<file path="src/rtl/line_buffer_ctrl.sv">
`default_nettype none
// ============================================================================
// Module      : line_buffer_ctrl
// Description : Raster sequencer for the Sobel front end. Generates de/hsync/
//               vsync, tracks pixel column/row, and flags line_buffer window
//               outputs that are full 3x3 neighbourhoods, tagged with the
//               window centre coordinates.
// Revision    : 1.0 - initial release
// ----------------------------------------------------------------------------
// Ports
//   clk           clock, rising edge
//   rst           synchronous reset, active-low (0 = reset)
//   i_start       frame request, sampled in IDLE only
//   i_stop        sticky request: finish current frame, then idle
//   o_de          active pixel strobe
//   o_hsync       one-cycle pulse after each line's last de cycle
//   o_vsync       high for the whole vertical blank
//   o_busy        high while a frame is in progress
//   o_frame_done  one-cycle pulse after the last vertical blank cycle
//   o_col/o_row   position of the current de pixel
//   o_win_valid   line_buffer window is a full 3x3 neighbourhood
//   o_win_x/y     window centre coordinates (held while o_win_valid = 0)
// Configuration
//   LBCTRL_CONTINUOUS_EN : when defined, frames run back-to-back after one
//                          start until the stop latch is set.
// ============================================================================
module line_buffer_ctrl #(
  parameter int WIDTH  = 10,
  parameter int HEIGHT = 5,
  parameter int HBLANK = 4,
  parameter int VBLANK = 6,
  parameter int LB_LAT = 1
) (
  input  logic                      clk,
  input  logic                      rst,
  input  logic                      i_start,
  input  logic                      i_stop,
  output logic                      o_de,
  output logic                      o_hsync,
  output logic                      o_vsync,
  output logic                      o_busy,
  output logic                      o_frame_done,
  output logic [$clog2(WIDTH)-1:0]  o_col,
  output logic [$clog2(HEIGHT)-1:0] o_row,
  output logic                      o_win_valid,
  output logic [$clog2(WIDTH)-1:0]  o_win_x,
  output logic [$clog2(HEIGHT)-1:0] o_win_y
);

  localparam int CW   = $clog2(WIDTH);
  localparam int RW   = $clog2(HEIGHT);
  localparam int BMAX = (HBLANK > VBLANK) ? HBLANK : VBLANK;
  localparam int BW   = (BMAX > 1) ? $clog2(BMAX) : 1;

  typedef enum logic [1:0] {
    S_IDLE = 2'd0,
    S_LINE = 2'd1,
    S_HBL  = 2'd2,
    S_VBL  = 2'd3
  } state_t;

  state_t          r_state;
  logic [CW-1:0]   r_col;
  logic [RW-1:0]   r_row;
  logic [BW-1:0]   r_bcnt;
  logic            r_stop;
  logic            r_de;
  logic            r_hsync;
  logic            r_vsync;
  logic            r_busy;
  logic            r_frame_done;

  // ------------------------------------------------------------------------
  // Raster FSM; all outputs are registered alongside the state.
  // ------------------------------------------------------------------------
  always_ff @(posedge clk) begin
    if (!rst) begin
      r_state      <= S_IDLE;
      r_col        <= '0;
      r_row        <= '0;
      r_bcnt       <= '0;
      r_stop       <= 1'b0;
      r_de         <= 1'b0;
      r_hsync      <= 1'b0;
      r_vsync      <= 1'b0;
      r_busy       <= 1'b0;
      r_frame_done <= 1'b0;
    end else begin
      r_hsync      <= 1'b0;
      r_frame_done <= 1'b0;
      if (r_busy && i_stop) begin
        r_stop <= 1'b1;
      end
      case (r_state)
        S_IDLE: begin
          if (i_start) begin
            r_state <= S_LINE;
            r_de    <= 1'b1;
            r_busy  <= 1'b1;
            r_col   <= '0;
            r_row   <= '0;
          end
        end
        S_LINE: begin
          if (r_col == CW'(WIDTH - 1)) begin
            // Every line, including the last, ends with one hsync pulse.
            r_de    <= 1'b0;
            r_hsync <= 1'b1;
            r_bcnt  <= '0;
            if (r_row == RW'(HEIGHT - 1)) begin
              r_state <= S_VBL;
              r_vsync <= 1'b1;
            end else begin
              r_state <= S_HBL;
            end
          end else begin
            r_col <= r_col + 1'b1;
          end
        end
        S_HBL: begin
          if (r_bcnt == BW'(HBLANK - 1)) begin
            r_state <= S_LINE;
            r_de    <= 1'b1;
            r_col   <= '0;
            r_row   <= r_row + 1'b1;
          end else begin
            r_bcnt <= r_bcnt + 1'b1;
          end
        end
        S_VBL: begin
          if (r_bcnt == BW'(VBLANK - 1)) begin
            r_vsync      <= 1'b0;
            r_frame_done <= 1'b1;
`ifdef LBCTRL_CONTINUOUS_EN
            if (!r_stop) begin
              r_state <= S_LINE;
              r_de    <= 1'b1;
              r_col   <= '0;
              r_row   <= '0;
            end else begin
              r_state <= S_IDLE;
              r_busy  <= 1'b0;
              r_stop  <= 1'b0;
            end
`else
            r_state <= S_IDLE;
            r_busy  <= 1'b0;
            r_stop  <= 1'b0;
`endif
          end else begin
            r_bcnt <= r_bcnt + 1'b1;
          end
        end
        default: r_state <= S_IDLE;
      endcase
    end
  end

  // ------------------------------------------------------------------------
  // Window tracking: a pixel completes a 3x3 neighbourhood once two full
  // rows and two full columns precede it; the centre is one up and one left.
  // ------------------------------------------------------------------------
  logic          w_tap;
  logic [CW-1:0] w_tap_x;
  logic [RW-1:0] w_tap_y;

  assign w_tap   = r_de && (r_col >= CW'(2)) && (r_row >= RW'(2));
  assign w_tap_x = r_col - 1'b1;
  assign w_tap_y = r_row - 1'b1;

  generate
    for (genvar g = 0; g < LB_LAT; g++) begin : g_pipe
      logic          w_vin;
      logic [CW-1:0] w_xin;
      logic [RW-1:0] w_yin;
      logic          r_v;
      logic [CW-1:0] r_x;
      logic [RW-1:0] r_y;

      if (g == 0) begin : g_first
        assign w_vin = w_tap;
        assign w_xin = w_tap_x;
        assign w_yin = w_tap_y;
      end else begin : g_rest
        assign w_vin = g_pipe[g-1].r_v;
        assign w_xin = g_pipe[g-1].r_x;
        assign w_yin = g_pipe[g-1].r_y;
      end

      // Coordinates only advance with a valid tap, so the final stage
      // naturally holds the last window centre between pulses.
      always_ff @(posedge clk) begin
        if (!rst) begin
          r_v <= 1'b0;
          r_x <= '0;
          r_y <= '0;
        end else begin
          r_v <= w_vin;
          if (w_vin) begin
            r_x <= w_xin;
            r_y <= w_yin;
          end
        end
      end
    end
  endgenerate

  assign o_de         = r_de;
  assign o_hsync      = r_hsync;
  assign o_vsync      = r_vsync;
  assign o_busy       = r_busy;
  assign o_frame_done = r_frame_done;
  assign o_col        = r_col;
  assign o_row        = r_row;
  assign o_win_valid  = g_pipe[LB_LAT-1].r_v;
  assign o_win_x      = g_pipe[LB_LAT-1].r_x;
  assign o_win_y      = g_pipe[LB_LAT-1].r_y;

endmodule
`default_nettype wire
</file>
<file path="config.mk">
export PLATFORM = sky130hd
export DESIGN_NAME = line_buffer_ctrl
export DESIGN_NICKNAME = d
export VERILOG_FILES = /design/src/rtl/line_buffer_ctrl.sv
export SDC_FILE = /design/constraint.sdc
export NUM_CORES = 1
export LEC_CHECK = 0
export CELL_PAD_IN_SITES_DETAIL_PLACEMENT = 2
export CELL_PAD_IN_SITES_GLOBAL_PLACEMENT = 2
export CORE_MARGIN = 5
export CORE_UTILIZATION = 31
export CTS_CLUSTER_SIZE = 30
export DETAILED_ROUTE_END_ITERATION = 8
export GPL_ROUTABILITY_DRIVEN = 0
export GPL_TIMING_DRIVEN = 0
export PLACE_DENSITY_LB_ADDON = 0.12
export RECOVER_POWER = 25
export SLEW_MARGIN = 25
export SYNTH_ARGS = -nofsm -noshare
export SYNTH_HDL_FRONTEND = slang
export SYNTH_SLANG_ARGS = --single-unit
</file>
<file path="constraint.sdc">
create_clock -name clk -period 1.58 [get_ports clk]
set_input_delay 0.237 -clock clk [delete_from_list [all_inputs] [get_ports clk]]
set_output_delay 0.237 -clock clk [all_outputs]
set_load 0.005 [all_outputs]
</file>
==> results.sh <==
export IMPL_status="completed"
export IMPL_diodes=0
export IMPL_antenna_found_initial=0
export IMPL_vias=1098
export IMPL_layout_drive_gt1_share=0.257
export IMPL_async_reset_ff_frac=0
export IMPL_power_density_mw_per_mm2=677
export IMPL_cts_tree="yes"
export IMPL_drt_iter0_drc=27
export IMPL_netlist_instances=137
export IMPL_clk_latency_ns=0.27
export IMPL_p_leak_nw=0.673
export IMPL_routed_via_density=4.97
export IMPL_overflow=0
export IMPL_crit_type="register to register"
export IMPL_synth_ff_type="dfxtp_1"
export IMPL_io_pins=24
export IMPL_ys_types=37
export IMPL_fp_dieW_um=74.5
export IMPL_drc_errors=0
export IMPL_synth_area_top_cells="dfxtp_1, ha_1, a211oi_2"
export IMPL_drv_cap=0
export IMPL_synth_top_cell_area_share=0.388
export IMPL_totalPowerFinal_mw=1.18
export IMPL_yosys_area_share_simple=0.229
export IMPL_synth_xor_area_frac=0.0271
export IMPL_use_met1=0.178
export IMPL_synth_top_family_by_area="simple AND/OR/NAND/NOR gates"
export IMPL_avgRoutedWirePerCell_um=16.3
export IMPL_relSlewSlack=0.628
export IMPL_netlist_area_sq_mm=0.00129
export IMPL_synth_compound_area_frac=0.159
export IMPL_grt_pass1_wl_um=5800
export IMPL_report_final_slew_viol_count=0
export IMPL_synth_common_cells="dfxtp_1, ha_1, nor2_1"
export IMPL_core_area_sq_mm=0.00403
export IMPL_grt_usage=0.138
export IMPL_syn_avg_cell_area_sq_um=9.43
export IMPL_clk_pin_slew_ns=0.09
export IMPL_setup_worst_path_start_class="register"
export IMPL_synthMuxAreaShare=0.0388
export IMPL_io_buffers=22
export IMPL_synth_top_cell_by_area="dfxtp_1"
export IMPL_cp_end_kind="register"
export IMPL_hold_slack_ns=0.472
export IMPL_die_area_sq_mm=0.00556
export IMPL_cp_required_ns=1.78
export IMPL_tns_ns=0
export IMPL_rows=23
export IMPL_cts_buffers=3
export IMPL_ys_warn_count=0
export IMPL_min_period_ns=1.54
export IMPL_cts_root_buf="clkbuf_8"
export IMPL_grt_max_degree=14
export IMPL_post_route_period_util=0.977
export IMPL_initial_core_util=0.320
export IMPL_cp_arrival_ns=1.74
export IMPL_path_max_fanout=10
export IMPL_die_height_um=74.5
export IMPL_wl_um=3600
export IMPL_synth_nets=152
export IMPL_setup_violations=0
export IMPL_ant_nets=0
export IMPL_hold_path_class="register to register"
export IMPL_yosys_area_share_adder=0.107
export IMPL_ys_seq_elements=25
export IMPL_peakVddDrop_uv=295
export IMPL_ys_seq_area_frac=0.388
export IMPL_dp_hpwl_um=2680
export IMPL_utilization=0.432
export IMPL_synth_most_common_cell="dfxtp_1"
export IMPL_fmax_mhz=648
export IMPL_clock_sinks=25
export IMPL_fin_nets=187
export IMPL_fin_skew_ns=0.00443
export IMPL_hold_viol=0
export IMPL_htreeDepth=1
export IMPL_syn2layout_area_growth_pct=34.8
export IMPL_worst_pin_slew_ns=0.558
export IMPL_grt_busiest_layer="met2"
export IMPL_synth_edf_count=0
export IMPL_grt_pass1_vias=1142
export IMPL_use_met3=0.0297
export IMPL_detail_route_first_pass_iterations=4
export IMPL_met2_usage=0.234
export IMPL_cts_path_max_buffers=2
what timing repair did:
| item | in CTS | in global routing |
|---|---|---|
| endpoints found under the setup margin | 18 | 15 |
| setup buffers | 0 | 8 |
| gates resized for setup | 10 | 9 |
| pin swaps | 1 | 4 |
| hold buffers | 0 | 0 |
worst paths after layout:
check | start | end | slack, ns | depth (start not counted)
hold / removal | o_col[0] | o_col[0] | 0.47 | 1
setup / recovery | o_col[0] | o_win_y[1] | 0.04 | 6
setup reg to reg | o_col[0] | o_win_y[1] | 0.04 | 6
hold reg to reg | o_col[0] | o_col[0] | 0.47 | 1
area by class of cell:
cell class                      count  area, sq um
Buffer                              6         33.8
Inverter                            9         33.8
Fill cell                         439         2290
Clock buffer                        4         45.0
Sequential cell                    25          514
Tap cell                           50         62.6
Timing Repair Buffer               30          280
Multi-Input combinational cell     97          771
cell usage in the layout (no fill, tap or decap), types with 2 or more instances in the layout:
master	netlist	layout
nand3b_1	4	4
inv_1	7	7
inv_2	2	2
dfxtp_2	0	5
nand2_1	9	9
nor3_4	1	2
mux2i_1	5	5
buf_2	3	3
nand2b_1	3	2
a21oi_1	8	7
xnor2_1	4	4
nor2_2	3	4
clkbuf_8	0	3
o21ai_1	3	3
clkbuf_1	1	2
nor2_1	10	9
ha_1	11	9
dlygate4sd3_1	0	4
dfxtp_4	0	2
buf_4	0	8
nand3_1	6	6
dfxtp_1	25	18
nor3_1	7	6
a211oi_2	5	6
clkdlybuf4s50_1	0	18
registers in the layout (all words and copies together) (netlist names):
register      flops
r_bcnt            3
o_frame_done      1
r_state           2
o_win_valid       1
o_de              1
o_vsync           1
o_col             4
o_busy            1
o_win_x           4
o_win_y           3
o_row             3
o_hsync           1
through the flow:
step / instance area [sq um] / setup WS (ns) / instances
floorplan: 1290 / 0.0893 / 137
global placement: 1570 / -0.0876 / 209
detailed placement: 1570 / -0.147 / 209
CTS: 1650 / 0.00547 / 213
global route: 1740 / -0.0133 / 221
finish: 1740 / 0.0371 / 221
cell families (layout without fill, tap and decap cells):
family,count (synthesis),in the layout
adders and majority gates,11,11
and+or+nand+nor,51,51
buffers and inverters,15,49
xor gates and xnor gates,4,4
muxes,5,5
DFF,25,25
AOI/OAI and AO/OA,26,26
worst max-delay path, stage by stage (launching register included):
cell,delay [ns]
dfxtp_4,0.38
inv_1,0.08
ha_2,0.20
nor4_4,0.32
nor3_4,0.11
buf_6,0.17
a211oi_2,0.21
layer usage:
layer	share of wire	vias up
met5	0	-
met4	0.0083	0
met3	0.033	4
met2	0.52	15
met1	0.44	534
li1	-	545
power by group:
group	internal [mW]	total, mW	leakage, nW	switching (mW)
clock network	0.181	0.392	0.0228	0.212
registers	0.639	0.649	0.206	0.00974
logic	0.0617	0.137	0.444	0.0756
Power figures use the tool's default switching activity.
